==> config.mk <==
export PLATFORM = sky130hd
export DESIGN_NAME = regfile_2r1w_sb_flat
export DESIGN_NICKNAME = d
export VERILOG_FILES = /design/src/rtl/regfile_2r1w_sb_if.sv /design/src/rtl/regfile_2r1w_sb.sv /design/src/flat_wrapper.sv
export SDC_FILE = /design/constraint.sdc
export NUM_CORES = 1
export LEC_CHECK = 0
export BUFFER_PORTS_ARGS = -buffer_cell sky130_fd_sc_hd__clkbuf_2
export CAP_MARGIN = 20
export CORE_UTILIZATION = 54
export CTS_CLUSTER_SIZE = 12
export DETAILED_ROUTE_END_ITERATION = 7
export GPL_TIMING_DRIVEN = 0
export PLACE_DENSITY = 0.83
export SETUP_SLACK_MARGIN = 0.02
export SLEW_MARGIN = 20
export SYNTH_ARGS = -nofsm -noshare
export SYNTH_HDL_FRONTEND = slang
export SYNTH_SLANG_ARGS = --single-unit
export TNS_END_PERCENT = 5
==> constraint.sdc <==
create_clock -name clk -period 1.5 [get_ports clk]
set_input_delay 0.225 -clock clk [delete_from_list [all_inputs] [get_ports clk]]
set_output_delay 0.225 -clock clk [all_outputs]
set_load 0.02 [all_outputs]
==> src/rtl/regfile_2r1w_sb_if.sv <==
`default_nettype none
// ============================================================================
// Module : regfile_2r1w_sb_if
// Brief  : Operand-fetch / writeback / scoreboard bundle for regfile_2r1w_sb.
// Rev    : 1.0 - initial release
// ============================================================================
interface regfile_2r1w_sb_if #(
    parameter int DATA_WIDTH = 16,
    parameter int NUM_REGS   = 8
);
    localparam int ADDR_WIDTH = $clog2(NUM_REGS);

    logic [DATA_WIDTH-1:0] data_in;
    logic [ADDR_WIDTH-1:0] writenum;
    logic                  write;
    logic [ADDR_WIDTH-1:0] readnum_a;
    logic [ADDR_WIDTH-1:0] readnum_b;
    logic [DATA_WIDTH-1:0] data_out_a;
    logic [DATA_WIDTH-1:0] data_out_b;
    logic                  reserve;
    logic [ADDR_WIDTH-1:0] reservenum;
    logic                  busy_a;
    logic                  busy_b;
    logic [NUM_REGS-1:0]   busy_vec;

    modport master (
        output data_in, writenum, write, readnum_a, readnum_b, reserve, reservenum,
        input  data_out_a, data_out_b, busy_a, busy_b, busy_vec
    );

    modport slave (
        input  data_in, writenum, write, readnum_a, readnum_b, reserve, reservenum,
        output data_out_a, data_out_b, busy_a, busy_b, busy_vec
    );
endinterface
`default_nettype wire

==> src/rtl/regfile_2r1w_sb.sv <==
`default_nettype none
// ============================================================================
// Module : regfile_2r1w_sb
// Brief  : Parametrised 2-read/1-write register file with busy scoreboard.
//          Optional write-to-read forwarding when REGFILE_BYPASS_EN is defined.
// Rev    : 1.0 - initial release
// ============================================================================
module regfile_2r1w_sb #(
    parameter int DATA_WIDTH = 16,
    parameter int NUM_REGS   = 8
) (
    input  wire logic          clk,
    input  wire logic          reset,
    regfile_2r1w_sb_if.slave   bus
);
    localparam int ADDR_WIDTH = $clog2(NUM_REGS);

    logic [DATA_WIDTH-1:0] mem_q [NUM_REGS];
    logic [DATA_WIDTH-1:0] mem_d [NUM_REGS];
    logic [NUM_REGS-1:0]   busy_q;
    logic [NUM_REGS-1:0]   busy_d;

    logic [DATA_WIDTH-1:0] w_rd_data_a;
    logic [DATA_WIDTH-1:0] w_rd_data_b;
    logic                  w_rd_busy_a;
    logic                  w_rd_busy_b;

    // Out-of-range register numbers never match any loop index, so they are
    // dropped for write/reserve and read back as zero.
    always_comb begin
        mem_d  = mem_q;
        busy_d = busy_q;
        for (int i = 0; i < NUM_REGS; i++) begin
            if (bus.write && (bus.writenum == ADDR_WIDTH'(i))) begin
                mem_d[i]  = bus.data_in;
                busy_d[i] = 1'b0;
            end
            // A same-cycle reservation means a newer producer is in flight.
            if (bus.reserve && (bus.reservenum == ADDR_WIDTH'(i))) begin
                busy_d[i] = 1'b1;
            end
        end
    end

    always_ff @(posedge clk) begin
        if (reset) begin
            mem_q  <= '{default: '0};
            busy_q <= '0;
        end else begin
            mem_q  <= mem_d;
            busy_q <= busy_d;
        end
    end

    always_comb begin
        w_rd_data_a = '0;
        w_rd_busy_a = 1'b0;
        w_rd_data_b = '0;
        w_rd_busy_b = 1'b0;
        for (int i = 0; i < NUM_REGS; i++) begin
            if (bus.readnum_a == ADDR_WIDTH'(i)) begin
                w_rd_data_a = mem_q[i];
                w_rd_busy_a = busy_q[i];
            end
            if (bus.readnum_b == ADDR_WIDTH'(i)) begin
                w_rd_data_b = mem_q[i];
                w_rd_busy_b = busy_q[i];
            end
        end
    end

`ifdef REGFILE_BYPASS_EN
    localparam logic [ADDR_WIDTH:0] C_NUM_REGS = (ADDR_WIDTH + 1)'(NUM_REGS);

    logic w_wr_valid;
    logic w_byp_busy;
    logic w_byp_a;
    logic w_byp_b;

    // Forwarded busy reflects the post-edge scoreboard of the written register.
    assign w_wr_valid = bus.write && !reset && ({1'b0, bus.writenum} < C_NUM_REGS);
    assign w_byp_busy = bus.reserve && (bus.reservenum == bus.writenum);
    assign w_byp_a    = w_wr_valid && (bus.readnum_a == bus.writenum);
    assign w_byp_b    = w_wr_valid && (bus.readnum_b == bus.writenum);

    assign bus.data_out_a = w_byp_a ? bus.data_in : w_rd_data_a;
    assign bus.data_out_b = w_byp_b ? bus.data_in : w_rd_data_b;
    assign bus.busy_a     = w_byp_a ? w_byp_busy  : w_rd_busy_a;
    assign bus.busy_b     = w_byp_b ? w_byp_busy  : w_rd_busy_b;
`else
    assign bus.data_out_a = w_rd_data_a;
    assign bus.data_out_b = w_rd_data_b;
    assign bus.busy_a     = w_rd_busy_a;
    assign bus.busy_b     = w_rd_busy_b;
`endif

    assign bus.busy_vec = busy_q;

endmodule
`default_nettype wire

==> src/flat_wrapper.sv <==
// flat-port wrapper written by rule: the top's interface ports become plain ports
module regfile_2r1w_sb_flat 
#(
    parameter int DATA_WIDTH = 16,
    parameter int NUM_REGS   = 8
)
  (clk, reset, bus_data_in, bus_writenum, bus_write, bus_readnum_a, bus_readnum_b, bus_reserve, bus_reservenum, bus_data_out_a, bus_data_out_b, bus_busy_a, bus_busy_b, bus_busy_vec);
  regfile_2r1w_sb_if #(.DATA_WIDTH(DATA_WIDTH), .NUM_REGS(NUM_REGS)) bus_i ();
  input  wire logic clk;
  input  wire logic reset;
  input wire logic [$bits(bus_i.data_in)-1:0] bus_data_in;
  input wire logic [$bits(bus_i.writenum)-1:0] bus_writenum;
  input wire logic [$bits(bus_i.write)-1:0] bus_write;
  input wire logic [$bits(bus_i.readnum_a)-1:0] bus_readnum_a;
  input wire logic [$bits(bus_i.readnum_b)-1:0] bus_readnum_b;
  input wire logic [$bits(bus_i.reserve)-1:0] bus_reserve;
  input wire logic [$bits(bus_i.reservenum)-1:0] bus_reservenum;
  output wire logic [$bits(bus_i.data_out_a)-1:0] bus_data_out_a;
  output wire logic [$bits(bus_i.data_out_b)-1:0] bus_data_out_b;
  output wire logic [$bits(bus_i.busy_a)-1:0] bus_busy_a;
  output wire logic [$bits(bus_i.busy_b)-1:0] bus_busy_b;
  output wire logic [$bits(bus_i.busy_vec)-1:0] bus_busy_vec;
  assign bus_i.data_in = bus_data_in;
  assign bus_i.writenum = bus_writenum;
  assign bus_i.write = bus_write;
  assign bus_i.readnum_a = bus_readnum_a;
  assign bus_i.readnum_b = bus_readnum_b;
  assign bus_i.reserve = bus_reserve;
  assign bus_i.reservenum = bus_reservenum;
  assign bus_data_out_a = bus_i.data_out_a;
  assign bus_data_out_b = bus_i.data_out_b;
  assign bus_busy_a = bus_i.busy_a;
  assign bus_busy_b = bus_i.busy_b;
  assign bus_busy_vec = bus_i.busy_vec;
  regfile_2r1w_sb #(.DATA_WIDTH(DATA_WIDTH), .NUM_REGS(NUM_REGS)) u_core (.clk(clk), .reset(reset), .bus(bus_i));
endmodule
# ---- Word level (Yosys, flattened, before mapping)
# Cells that the tools add are included.
dict set report totals {
  ff_bits 136
  out_inout_bits 42
  input_bits 32
}
dict set report op_classes {
  mux 48
  eq_ne 28
  reduce_logical 28
}
# op count
set op_table {}
lappend op_table {{two-way mux 16 bit} 16}
lappend op_table {{== test 3 bit (second input constant)} 16}
lappend op_table {{two-way mux 1 bit} 32}
lappend op_table {{== test 3 x 2 -> 1 bit (second input constant)} 8}
lappend op_table {{logical AND 1 bit} 16}
lappend op_table {{nonzero test 2 bit} 8}
lappend op_table {{== test 3 x 1 -> 1 bit (second input constant)} 4}
lappend op_table {{zero test 3 bit} 4}

# ---- Longest topological paths before layout
# Gate-level depths: netlist of the first run.
dict set report depth {
  ltp_word 9
  depth_mapped 7
  mapped_depth_nobuf 4
}

# ---- Worst setup path before layout of the first run
# Ideal clock, no wire load.
dict set report synth_path {
  path_kind {input port to output port}
  start {in bus_readnum_a[0]}
  end {out bus_data_out_a[0]}
  setup_slack_ns -0.187
  stages 4
  arrival_ns 1.462
  cell_sequence {buf_2 -> mux4_2 -> nor2b_1 -> a221o_1}
}
dict set report synth_via {
  elab_chain_len 9
  elab_cells_between_ends 16
  classes_between {eq/ne (7); mux (8); reduce/logical (1)}
}
# item line_no
set synth_rtl {}
lappend synth_rtl {{from (decl)} flat_wrapper.sv:14} ;# input wire logic [$bits(bus_i.readnum_a)-1:0] bus_readnum_a;
lappend synth_rtl {{zero test 3 bit} regfile_2r1w_sb.sv:61} ;# if (bus.readnum_a == ADDR_WIDTH'(i)) begin
lappend synth_rtl {{two-way mux 16 bit (7 in series)} regfile_2r1w_sb.sv:61}
lappend synth_rtl {{two-way mux 16 bit (*)} regfile_2r1w_sb.sv:61}
lappend synth_rtl {{to (decl)} flat_wrapper.sv:18} ;# output wire logic [$bits(bus_i.data_out_a)-1:0] bus_data_out_a;
# Mark *: on every way between the ends. The rest lies on a longest branch, timed or not.

# ---- Worst setup path after layout of the first run
dict set report layout_path {
  start {reg u_core.mem_q[76] in the netlist's numbering}
  end {out bus_data_out_a[12]}
}
dict set report layout_via {
  elab_chain_len 5
}
# item line_no
set layout_rtl {}
lappend layout_rtl {{from (decl)} regfile_2r1w_sb.sv:18} ;# logic [DATA_WIDTH-1:0] mem_q [NUM_REGS];
lappend layout_rtl {{from (signal assigned)} regfile_2r1w_sb.sv:50} ;# mem_q <= mem_d;
lappend layout_rtl {{two-way mux 16 bit (5 in series)} regfile_2r1w_sb.sv:61}
# No other way between the ends.

==> flow_metrics.py, run 1 <==
metrics = {
    "clocking": {
        "numCtsBuffers": 17,
        "h-tree-depth": 4,
        "cts_hold_buf": 0,
        "clock_sinks": 136,
        "max-clock-path-buffers": 2,
        "tritoncts_clock_tree": "yes",
        "clk_root_buffer_cell": "clkbuf_16",
        "insertion_delay_ns": 0.43,
        "cts.reportedPaths.clkPinSlew_ns": 0.06,
    },
    "layout": {
        "num-nets-final": 1010,
        "ff_latch_area_um2": 2730,
        "layout_commonest_cell": "nand2_1",
        "most_frequent_cells_in_the_layout": "nand2_1 (286), a21oi_1 (148), dfxtp_1 (132)",
        "final_design_area_no_fill_um2": 8430,
        "multi_input_comb_area_um2": 4120,
        "area_delta_synth_final_pct": 17.3,
        "utilization_pct": 65.8,
        "antenna-diode-count": 0,
        "layout.cells.non_filler": 1163,
        "fillCellCount": 1035,
        "final_layout_size_suffix_gt1_share_pct": 19.0,
    },
    "pwr": {
        "comb_power_share_pct": 11.3,
        "internal-power_mw": 6.88,
        "p_sw_share_pct": 26.4,
        "share_clk_of_total_power_pct": 48.5,
        "power_density_nw_per_um2": 1110,
        "static-leakage-power_nw": 3.13,
        "p_sw_mw": 2.47,
        "max-vdd-ir-drop_v": 0.000731,
        "p_seq_share_pct": 40.2,
    },
    "global_routing": {
        "global_route.usage.total_pct": 35.9,
        "largest_net_degree_at_the_start_of_global_routing": 17,
        "first_global_vias": 6993,
        "grt_first_pass_wirelength_um": 38000,
        "antenna_found_initial": 0,
        "gr-total-overflow": 0,
    },
    "floorplanning": {
        "core-area_um2": 12800,
        "core.rowCount": 41,
        "die-width_um": 117,
        "io-pin-count": 74,
        "fp.dieArea_um2": 13800,
        "chipHeight_um": 117,
        "initial_utilization_pct": 56.1,
    },
    "worst_setup_path": {
        "crit_path_start_kind": "flop",
        "worst_case_register_to_register_setup_slack_ns": 0.74,
        "crit_fanout": 3,
        "worst-endpoint-arrival_ns": 1.89,
        "worst-endpoint-required_ns": 1.27,
        "timing.setup.critical_path_class": "reg2out",
        "cp-end-kind": "output pin",
    },
    "synth": {
        "post_synth_num_cell_types": 28,
        "syn_area_per_cell_um2": 7.88,
        "nets_in_the_synthesized_netlist": 944,
        "synthDominantAreaCellType": "dfxtp_1",
        "post_synth_top_area_share_pct": 37.9,
        "synth.top_cells.by_area": "dfxtp_1 (38%), nand2_1 (15%), a21oi_1 (11%), mux4_2 (6.6%), mux2i_1 (5.7%)",
        "mappedNetlistArea_um2": 7190,
        "syn-instance-count": 912,
        "ys_seq_area_share_pct": 37.9,
        "synth-seq-cells": 136,
        "synth.yosys.warnings": 0,
    },
    "drt": {
        "drt-vias-per-instance": 6.38,
        "count_of_vias_placed_by_the_detailed_router": 7421,
        "drt_iter0_drc": 1055,
        "drt-wirelength-per-cell_um": 21.1,
        "ant_nets": 0,
        "finalWirelength_um": 24500,
        "detailedRoute.firstPassIterationCount": 6,
        "drt_drc_violations_left": 0,
    },
    "placement": {
        "port_buffers": 47,
        "postPlaceCellArea_um2": 7670,
        "placed_cells": 1131,
        "dpl_wire_length_um": 16600,
        "gp_routability_congestion": 0.955,
    },
    "sta": {
        "tightest_slew_ns": 0.670,
        "rsz0062_at_grt": "true",
        "fin_hold_ws_ns": 0.101,
        "finalCriticalPeriod_ns": 2.12,
        "maxClockFrequency_mhz": 472,
        "relSlewSlack_pct": 55.3,
        "final.period_utilization_pct": 141,
        "clock_skew_ns": 0,
        "setup-tns-final_ns": -17.88,
        "timing_hold_violations_final": 0,
        "slew_limit_fails": 0,
        "final_critical_path_setup_slack_ns": -0.619,
        "setup_viol_count_final": 34,
    },
    "outcome": {
        "outcome": "finished, violations left",
        "failed_checks": "setup timing",
    },
    "flow_run": {
        "max-cap-violations": 0,
    },
    "min_path": {
        "hold_path.class": "in2reg",
    },
}
timing repair:
action | CTS | global route
pin swaps | 1 | 0
endpoints found under the setup margin | 56 | 34
resized for setup | 35 | 26
cloned | 0 | 0
setup buffers | 0 | 0
critical path: stages, from the launching register on:
cell	delay, ns
dfxtp_2	0.33
mux4_2	0.52
nor2b_4	0.17
a221o_1	0.30
clkbuf_8	0.16
logic make-up after synthesis:
group | count (synthesis) | synth area share [%]
AND/OR/NAND/NOR | 391 | 23.0
multiplexers | 68 | 14.5
buffers and inverters | 89 | 5.97
flip-flops | 136 | 37.9
AO/OA/AOI/OAI | 228 | 18.7
synthesized netlist by cell type:
library cell and n:
o21ai_0 24, buf_6 1, nor2b_1 32, a221oi_1 7, nor2_1 29, a21oi_1 153
a221o_1 24, mux4_1 6, a2bb2oi_1 3, nand4_1 2, nor3_1 7, nand2_1 286
clkbuf_1 38, buf_2 45, dfxtp_1 136, a22oi_1 3, buf_4 4, nand2b_1 10
nand3_1 11, nor3_2 2, mux4_2 21, nor3b_1 7, nor2_2 3, mux2i_1 41
and3_1 2, a32oi_1 4, a21o_1 10, buf_12 1
state kept, by name, indices dropped and copies added, names as in the netlist:
register             count
u_core.bus.busy_vec      8
u_core.mem_q           128
power by group through the flow:
stage / clock network (mW) / logic, mW / registers [mW]
CTS: 4.52 / 1.01 / 3.76
floorplan: 0 / 0.676 / 3.82
global route: 4.72 / 1.10 / 3.77
finish: 4.53 / 1.06 / 3.76
global placement: 0 / 0.965 / 3.83
detailed placement: 0 / 0.980 / 3.83
path summary, 6_finish.rpt:
check                                  startpoint                      to  cells past startpoint
worst max-delay path             u_core.mem_q[76]      bus_data_out_a[12]                      4
worst min-delay path            bus_reservenum[2]  u_core.bus.busy_vec[7]                      3
worst max register to register   u_core.mem_q[38]        u_core.mem_q[38]                      2
worst min register to register   u_core.mem_q[73]        u_core.mem_q[73]                      2
per-stage QoR:
stage | worst slack [ns] | power (mW)
floorplan | -0.125 | 4.50
global placement | -0.584 | 4.79
detailed placement | -0.586 | 4.81
CTS | -0.591 | 9.29
global route | -0.640 | 9.59
finish | -0.619 | 9.35
cell type report:
cell class / count / area share (%)
Clock buffer: 18 / 5.21
Clock inverter: 14 / 2.33
Tap cell: 172 / 2.55
Sequential cell: 136 / 32.3
Timing Repair Buffer: 47 / 3.23
Buffer: 89 / 5.53
Multi-Input combinational cell: 687 / 48.8
layer usage:
metal	vias up	part of all wire (%)	track usage [%]
li1	3272	-	-
met1	3464	37	45.5
met2	586	46	54.9
met3	99	13	8.66
met4	0	4.5	22.3
met5	-	0	0
No activity file was read; power rests on OpenSTA's default activity.
==> run 2: changes to the inputs <==
--- a/config.mk
+++ b/config.mk
@@ -5,6 +5,7 @@
 export SDC_FILE = /design/constraint.sdc
 export NUM_CORES = 1
 export LEC_CHECK = 0
+export ABC_AREA = 1
 export BUFFER_PORTS_ARGS = -buffer_cell sky130_fd_sc_hd__clkbuf_2
 export CAP_MARGIN = 20
 export CORE_UTILIZATION = 54
==> run 2 against run 1 <==
Effect of this change: setup slack better by 0.37 ns; area after synthesis about the same; utilization fell by 0.38 points; critical endpoint is now bus_data_out_a[6]; the flow still finishes with violations (setup timing); flip-flop and latch count unchanged; final area shrank 0.58%; critical path type unchanged.
==> flow_metrics.py, run 2 <==
metrics = {
    "flow_run": {
        "max-cap-violations": 0,
    },
    "sta": {
        "rsz0062_at_grt": "true",
        "slew_limit_fails": 0,
        "timing_hold_violations_final": 0,
        "maxClockFrequency_mhz": 573,
        "final_critical_path_setup_slack_ns": -0.245,
        "clock_skew_ns": 0,
        "relSlewSlack_pct": 59.2,
        "setup_viol_count_final": 34,
        "tightest_slew_ns": 0.613,
        "final.period_utilization_pct": 116,
        "setup-tns-final_ns": -6.56,
        "finalCriticalPeriod_ns": 1.74,
    },
    "synth": {
        "ys_async_sr_fraction_pct": 0,
        "synthDominantAreaCellType": "dfxtp_1",
        "synth.yosys.warnings": 0,
        "synth-seq-cells": 136,
        "synth.top_cells.by_area": "dfxtp_1 (38%), nand2_1 (18%), nand4_1 (15%), a21oi_1 (8.2%), nor2_1 (4.6%)",
        "post_synth_top_area_share_pct": 37.8,
        "synth-edff-count": 0,
        "synth_commonest_cells": "nand2_1 (347), nand4_1 (170), dfxtp_1 (136), a21oi_1 (118), nor2_1 (89)",
        "nets_in_the_synthesized_netlist": 1095,
        "ys_seq_area_share_pct": 37.8,
        "syn_area_per_cell_um2": 6.77,
        "post_synth_num_cell_types": 22,
        "mappedNetlistArea_um2": 7190,
        "synth_top_flop_cell": "dfxtp_1",
        "syn-instance-count": 1063,
        "synth_most_common_cell": "nand2_1",
    },
    "drt": {
        "finalWirelength_um": 23700,
        "drt-wirelength-per-cell_um": 17.9,
        "count_of_vias_placed_by_the_detailed_router": 7976,
        "ant_nets": 0,
        "detailedRoute.firstPassIterationCount": 6,
        "drt_drc_violations_left": 0,
        "drt_iter0_drc": 1002,
        "drt-vias-per-instance": 6.01,
    },
    "min_path": {
        "min_from": "bus_reservenum[2]",
        "min_path_cells": 4,
        "hold_path.class": "in2reg",
    },
    "placement": {
        "post_placement_worst_setup_slack_ns": -0.332,
        "gp_routability_congestion": 1.03,
        "placed_cells": 1287,
        "port_buffers": 52,
        "dpl_wire_length_um": 17700,
    },
    "worst_setup_path": {
        "reg2reg_depth": 2,
        "timing.critical_path.from": "u_core.mem_q[86]",
        "worst-endpoint-required_ns": 1.27,
        "crit_path_start_kind": "flop",
        "crit_fanout": 3,
        "worst_reg2reg_startpoint": "u_core.mem_q[52]",
        "cp-end-kind": "output pin",
        "timing.setup.critical_path_class": "reg2out",
        "worst-endpoint-arrival_ns": 1.52,
    },
    "floorplanning": {
        "initial_utilization_pct": 56.1,
        "chipHeight_um": 117,
        "fp.dieArea_um2": 13800,
        "die-width_um": 117,
        "core.rowCount": 41,
        "core-area_um2": 12800,
        "io-pin-count": 74,
    },
    "pwr": {
        "power_density_nw_per_um2": 1040,
        "max-vdd-ir-drop_v": 0.000847,
        "static-leakage-power_nw": 3.05,
        "total_power_draw_mw": 8.68,
    },
    "layout": {
        "area_delta_synth_final_pct": 16.6,
        "largest_register": "u_core.mem_q",
        "final_layout_size_suffix_gt1_share_pct": 16.9,
        "layout_commonest_cell": "nand2_1",
        "num-nets-final": 1174,
        "largest_register_ffs": 128,
        "layout.cells.non_filler": 1327,
        "fillCellCount": 1151,
        "most_frequent_cells_in_the_layout": "nand2_1 (347), nand4_1 (170), dfxtp_1 (135)",
        "antenna-diode-count": 0,
    },
    "clocking": {
        "clock_sinks": 136,
        "tritoncts_clock_tree": "yes",
        "insertion_delay_ns": 0.43,
        "clk_root_buffer_cell": "clkbuf_16",
        "cts.reportedPaths.clkPinSlew_ns": 0.06,
        "numCtsBuffers": 17,
        "h-tree-depth": 4,
        "max-clock-path-buffers": 2,
    },
    "global_routing": {
        "grt_first_pass_wirelength_um": 37100,
        "largest_net_degree_at_the_start_of_global_routing": 17,
        "first_global_vias": 7204,
        "antenna_found_initial": 0,
        "gr-total-overflow": 0,
        "global_route.usage.total_pct": 34.2,
    },
    "outcome": {
        "failed_checks": "setup timing",
        "outcome": "finished, violations left",
    },
}
==> run 2: layout make-up <==
type | instances | area, um^2 | share of cell area (%)
clock inverter | 13 | 125 | 1.49
multi-input combinational | 796 | 3810 | 45.4
timing repair buffer | 60 | 365 | 4.36
clock buffer | 19 | 433 | 5.16
inverter | 39 | 169 | 2.01
buffer | 92 | 547 | 6.52
tap | 172 | 215 | 2.57
sequential | 136 | 2720 | 32.5
==> run 2: worst max-delay path, cell delays in order (launching register included) <==
cell,delay (ns)
dfxtp_1,0.35
nand4_1,0.11
nand4_1,0.14
nor2_1,0.16
nand4_1,0.14
buf_2,0.19
==> run 2: worst paths after layout <==
path | endpoint | slack (ns)
max | bus_data_out_a[6] | -0.24
min | u_core.bus.busy_vec[0] | 0.12
max reg2reg | u_core.mem_q[52] | 0.77
min reg2reg | u_core.mem_q[5] | 0.48
==> run 2: timing repair <==
| item | CTS | global route |
|---|---|---|
| pin swaps | 9 | 11 |
| endpoints found under the setup margin | 34 | 34 |
| hold buffers | 0 | 0 |
| gates resized for setup | 32 | 25 |
| buffers inserted | 5 | 3 |
==> run 2: cell families after synthesis <==
| kind of cell | share of synthesized area (%) |
|---|---|
| flip-flops | 37.8 |
| AND/OR/NAND/NOR | 42.8 |
| AO/OA/AOI/OAI | 10.1 |
| buffers and inverters | 9.23 |
==> run 2: per-stage QoR <==
step	hold slack, ns	area [um^2]	util, %
final	0.121	8390	65.4
after floorplan	0.405	7190	-
after CTS	0.115	8350	65.1
after global routing	0.138	8390	65.4
after detailed placement	0.469	7670	59.8
after global placement	0.465	7670	59.8
==> run 2: power by group <==
part,switching [mW],internal (mW)
Sequential,0.0692,3.70
Clock,1.70,2.29
Combinational,0.669,0.259
Total,2.44,6.25
==> run 2: layer usage <==
layer  track usage [%]  vias up  wire, um
met1              46.3     3575      9810
li1                  -     3794         -
met5                 0        -         0
met4              16.9        0       891
met3              7.78       89      2710
met2              51.1      518     10300
==> run 3: changes to the inputs <==
--- a/config.mk
+++ b/config.mk
@@ -9,12 +9,13 @@
 export BUFFER_PORTS_ARGS = -buffer_cell sky130_fd_sc_hd__clkbuf_2
 export CAP_MARGIN = 20
 export CORE_UTILIZATION = 54
+export CTS_BUF_LIST = sky130_fd_sc_hd__clkbuf_4 sky130_fd_sc_hd__clkbuf_8 sky130_fd_sc_hd__clkbuf_16
 export CTS_CLUSTER_SIZE = 12
 export DETAILED_ROUTE_END_ITERATION = 7
 export GPL_TIMING_DRIVEN = 0
 export PLACE_DENSITY = 0.83
 export SETUP_SLACK_MARGIN = 0.02
-export SLEW_MARGIN = 20
+export SLEW_MARGIN = 5
 export SYNTH_ARGS = -nofsm -noshare
 export SYNTH_HDL_FRONTEND = slang
 export SYNTH_SLANG_ARGS = --single-unit
==> run 3 against run 2 <==
Effect of this change: the flow still finishes with violations (setup timing); fmax fell by 0.56%; largest power group unchanged; largest cell class unchanged; combinational power about the same; critical path depth up 2.
==> flow_metrics.py, run 3 (synthesis results as in run 2) <==
metrics = {
    "clocking": {
        "clock_sinks": 136,
        "h-tree-depth": 4,
        "max-clock-path-buffers": 2,
        "clk_root_buffer_cell": "clkbuf_16",
        "insertion_delay_ns": 0.43,
        "numCtsBuffers": 17,
        "tritoncts_clock_tree": "yes",
        "cts.reportedPaths.clkPinSlew_ns": 0.06,
    },
    "layout": {
        "final_design_area_no_fill_um2": 8400,
        "layout_commonest_cell": "nand2_1",
        "final_layout_size_suffix_gt1_share_pct": 17.2,
        "layout.cells.non_filler": 1328,
        "largest_register_ffs": 128,
        "num-nets-final": 1175,
        "largest_register": "u_core.mem_q",
        "antenna-diode-count": 0,
        "most_frequent_cells_in_the_layout": "nand2_1 (347), nand4_1 (170), dfxtp_1 (135)",
        "utilization_pct": 65.5,
        "area_delta_synth_final_pct": 16.8,
    },
    "pwr": {
        "max-vdd-ir-drop_v": 0.000850,
        "total_power_draw_mw": 8.72,
        "power_density_nw_per_um2": 1040,
        "static-leakage-power_nw": 3.07,
    },
    "worst_setup_path": {
        "timing.setup.critical_path_class": "in2out",
        "cp-end-kind": "output pin",
        "crit_fanout": 10,
        "worst-endpoint-required_ns": 1.27,
        "timing.critical_path.mode_cell": "nand4_1",
        "timing.critical_path.cells": "buf_6 > clkbuf_1 > nand4_1 > nand4_1 > nor2_1 > nand4_1 > clkbuf_2",
        "worst-endpoint-arrival_ns": 1.53,
        "worst_path_largest_cell_delay_ns": 0.41,
        "crit_path_start_kind": "input port",
        "critical_path.slowest_cell": "clkbuf_1",
    },
    "sta": {
        "maxClockFrequency_mhz": 570,
        "tightest_slew_ns": 0.600,
        "setup_viol_count_final": 34,
        "final.period_utilization_pct": 117,
        "rsz0062_at_grt": "true",
        "timing_hold_violations_final": 0,
        "relSlewSlack_pct": 60.0,
        "slew_limit_fails": 0,
        "clock_skew_ns": 0,
        "finalCriticalPeriod_ns": 1.75,
        "final_critical_path_setup_slack_ns": -0.255,
    },
    "global_routing": {
        "top_usage_layer": "met2",
        "grt_util_met2_pct": 51.1,
        "antenna_found_initial": 0,
        "global_route.usage.total_pct": 34.2,
        "met3_usage_pct": 7.78,
        "global_route.usage.met1_pct": 46.3,
        "gr-total-overflow": 0,
        "first_global_vias": 7208,
        "largest_net_degree_at_the_start_of_global_routing": 17,
        "grt_first_pass_wirelength_um": 37100,
    },
    "placement": {
        "gp_routability_congestion": 1.03,
        "placed_cells": 1287,
        "port_buffers": 52,
        "postPlaceCellArea_um2": 7670,
        "dpl_wire_length_um": 17700,
    },
    "drt": {
        "drt_drc_violations_left": 0,
        "drt-wirelength-per-cell_um": 17.7,
        "detailedRoute.firstPassIterationCount": 6,
        "drt-vias-per-instance": 5.94,
        "finalWirelength_um": 23600,
        "drt_iter0_drc": 945,
        "ant_nets": 0,
        "count_of_vias_placed_by_the_detailed_router": 7884,
    },
    "floorplanning": {
        "core.rowCount": 41,
        "fp.dieArea_um2": 13800,
        "io-pin-count": 74,
        "chipHeight_um": 117,
        "die-width_um": 117,
        "initial_utilization_pct": 56.1,
        "core-area_um2": 12800,
    },
    "outcome": {
        "outcome": "finished, violations left",
        "failed_checks": "setup timing",
    },
    "flow_run": {
        "max-cap-violations": 0,
    },
    "min_path": {
        "hold_path.class": "in2reg",
    },
}
-- run 3: cell count changes in the layout (fill, tap and decap cells not counted) --
cell and change:
buf_1 -1, buf_8 -1, buf_4 -4, clkbuf_2 +1
inv_4 +1, buf_12 +1, inv_6 -1, buf_2 +1
clkbuf_4 +6, clkbuf_1 -2
-- run 3: what timing repair did --
item	in CTS	in global routing
endpoints found under the setup margin	34	34
gates resized for setup	32	18
setup buffers	5	4
pin swaps	9	11
hold buffers	0	0
gates cloned	0	0
-- run 3: power breakdown --
part,switching (mW),leakage [nW],internal (mW)
Clock,1.70,0.274,2.33
Combinational,0.668,1.69,0.261
Sequential,0.0688,1.10,3.70
Total,2.44,3.07,6.29
-- run 3: worst max-delay path, delay by kind of cell --
kind                   cells  cell delay [ns]
buffers and inverters      3             0.74
AND/OR/NAND/NOR            4             0.56
-- run 3: cell type report --
cell class	count	area, um^2
Clock buffer	19	440
Inverter	39	166
Timing Repair Buffer	61	379
Fill cell	1149	4420
Sequential cell	136	2720
Tap cell	172	215
Clock inverter	13	125
Multi-Input combinational cell	796	3810
Buffer	92	544
-- run 3: final timing paths --
| path | depth (start not counted) | from | end | slack, ns |
|---|---|---|---|---|
| setup / recovery | 7 | bus_readnum_a[1] | bus_data_out_a[4] | -0.25 |
| hold / removal | 4 | bus_reservenum[2] | u_core.bus.busy_vec[0] | 0.12 |
| setup reg to reg | 2 | u_core.mem_q[52] | u_core.mem_q[52] | 0.77 |
| hold reg to reg | 2 | u_core.mem_q[5] | u_core.mem_q[5] | 0.48 |
-- run 3: per-layer routing --
layer | routed length (um) | vias up
li1 | - | 3794
met3 | 2610 | 83
met2 | 10300 | 490
met1 | 9820 | 3517
met5 | 0 | -
met4 | 790 | 0
-- run 3: through the flow --
step                TNS (ns)  setup slack, ns  hold slack (ns)
global placement       -9.49           -0.320            0.465
global route           -7.74           -0.268            0.138
finish                 -6.35           -0.255            0.123
detailed placement     -9.66           -0.332            0.469
CTS                    -4.93           -0.183            0.115
floorplan                  0            0.131            0.405
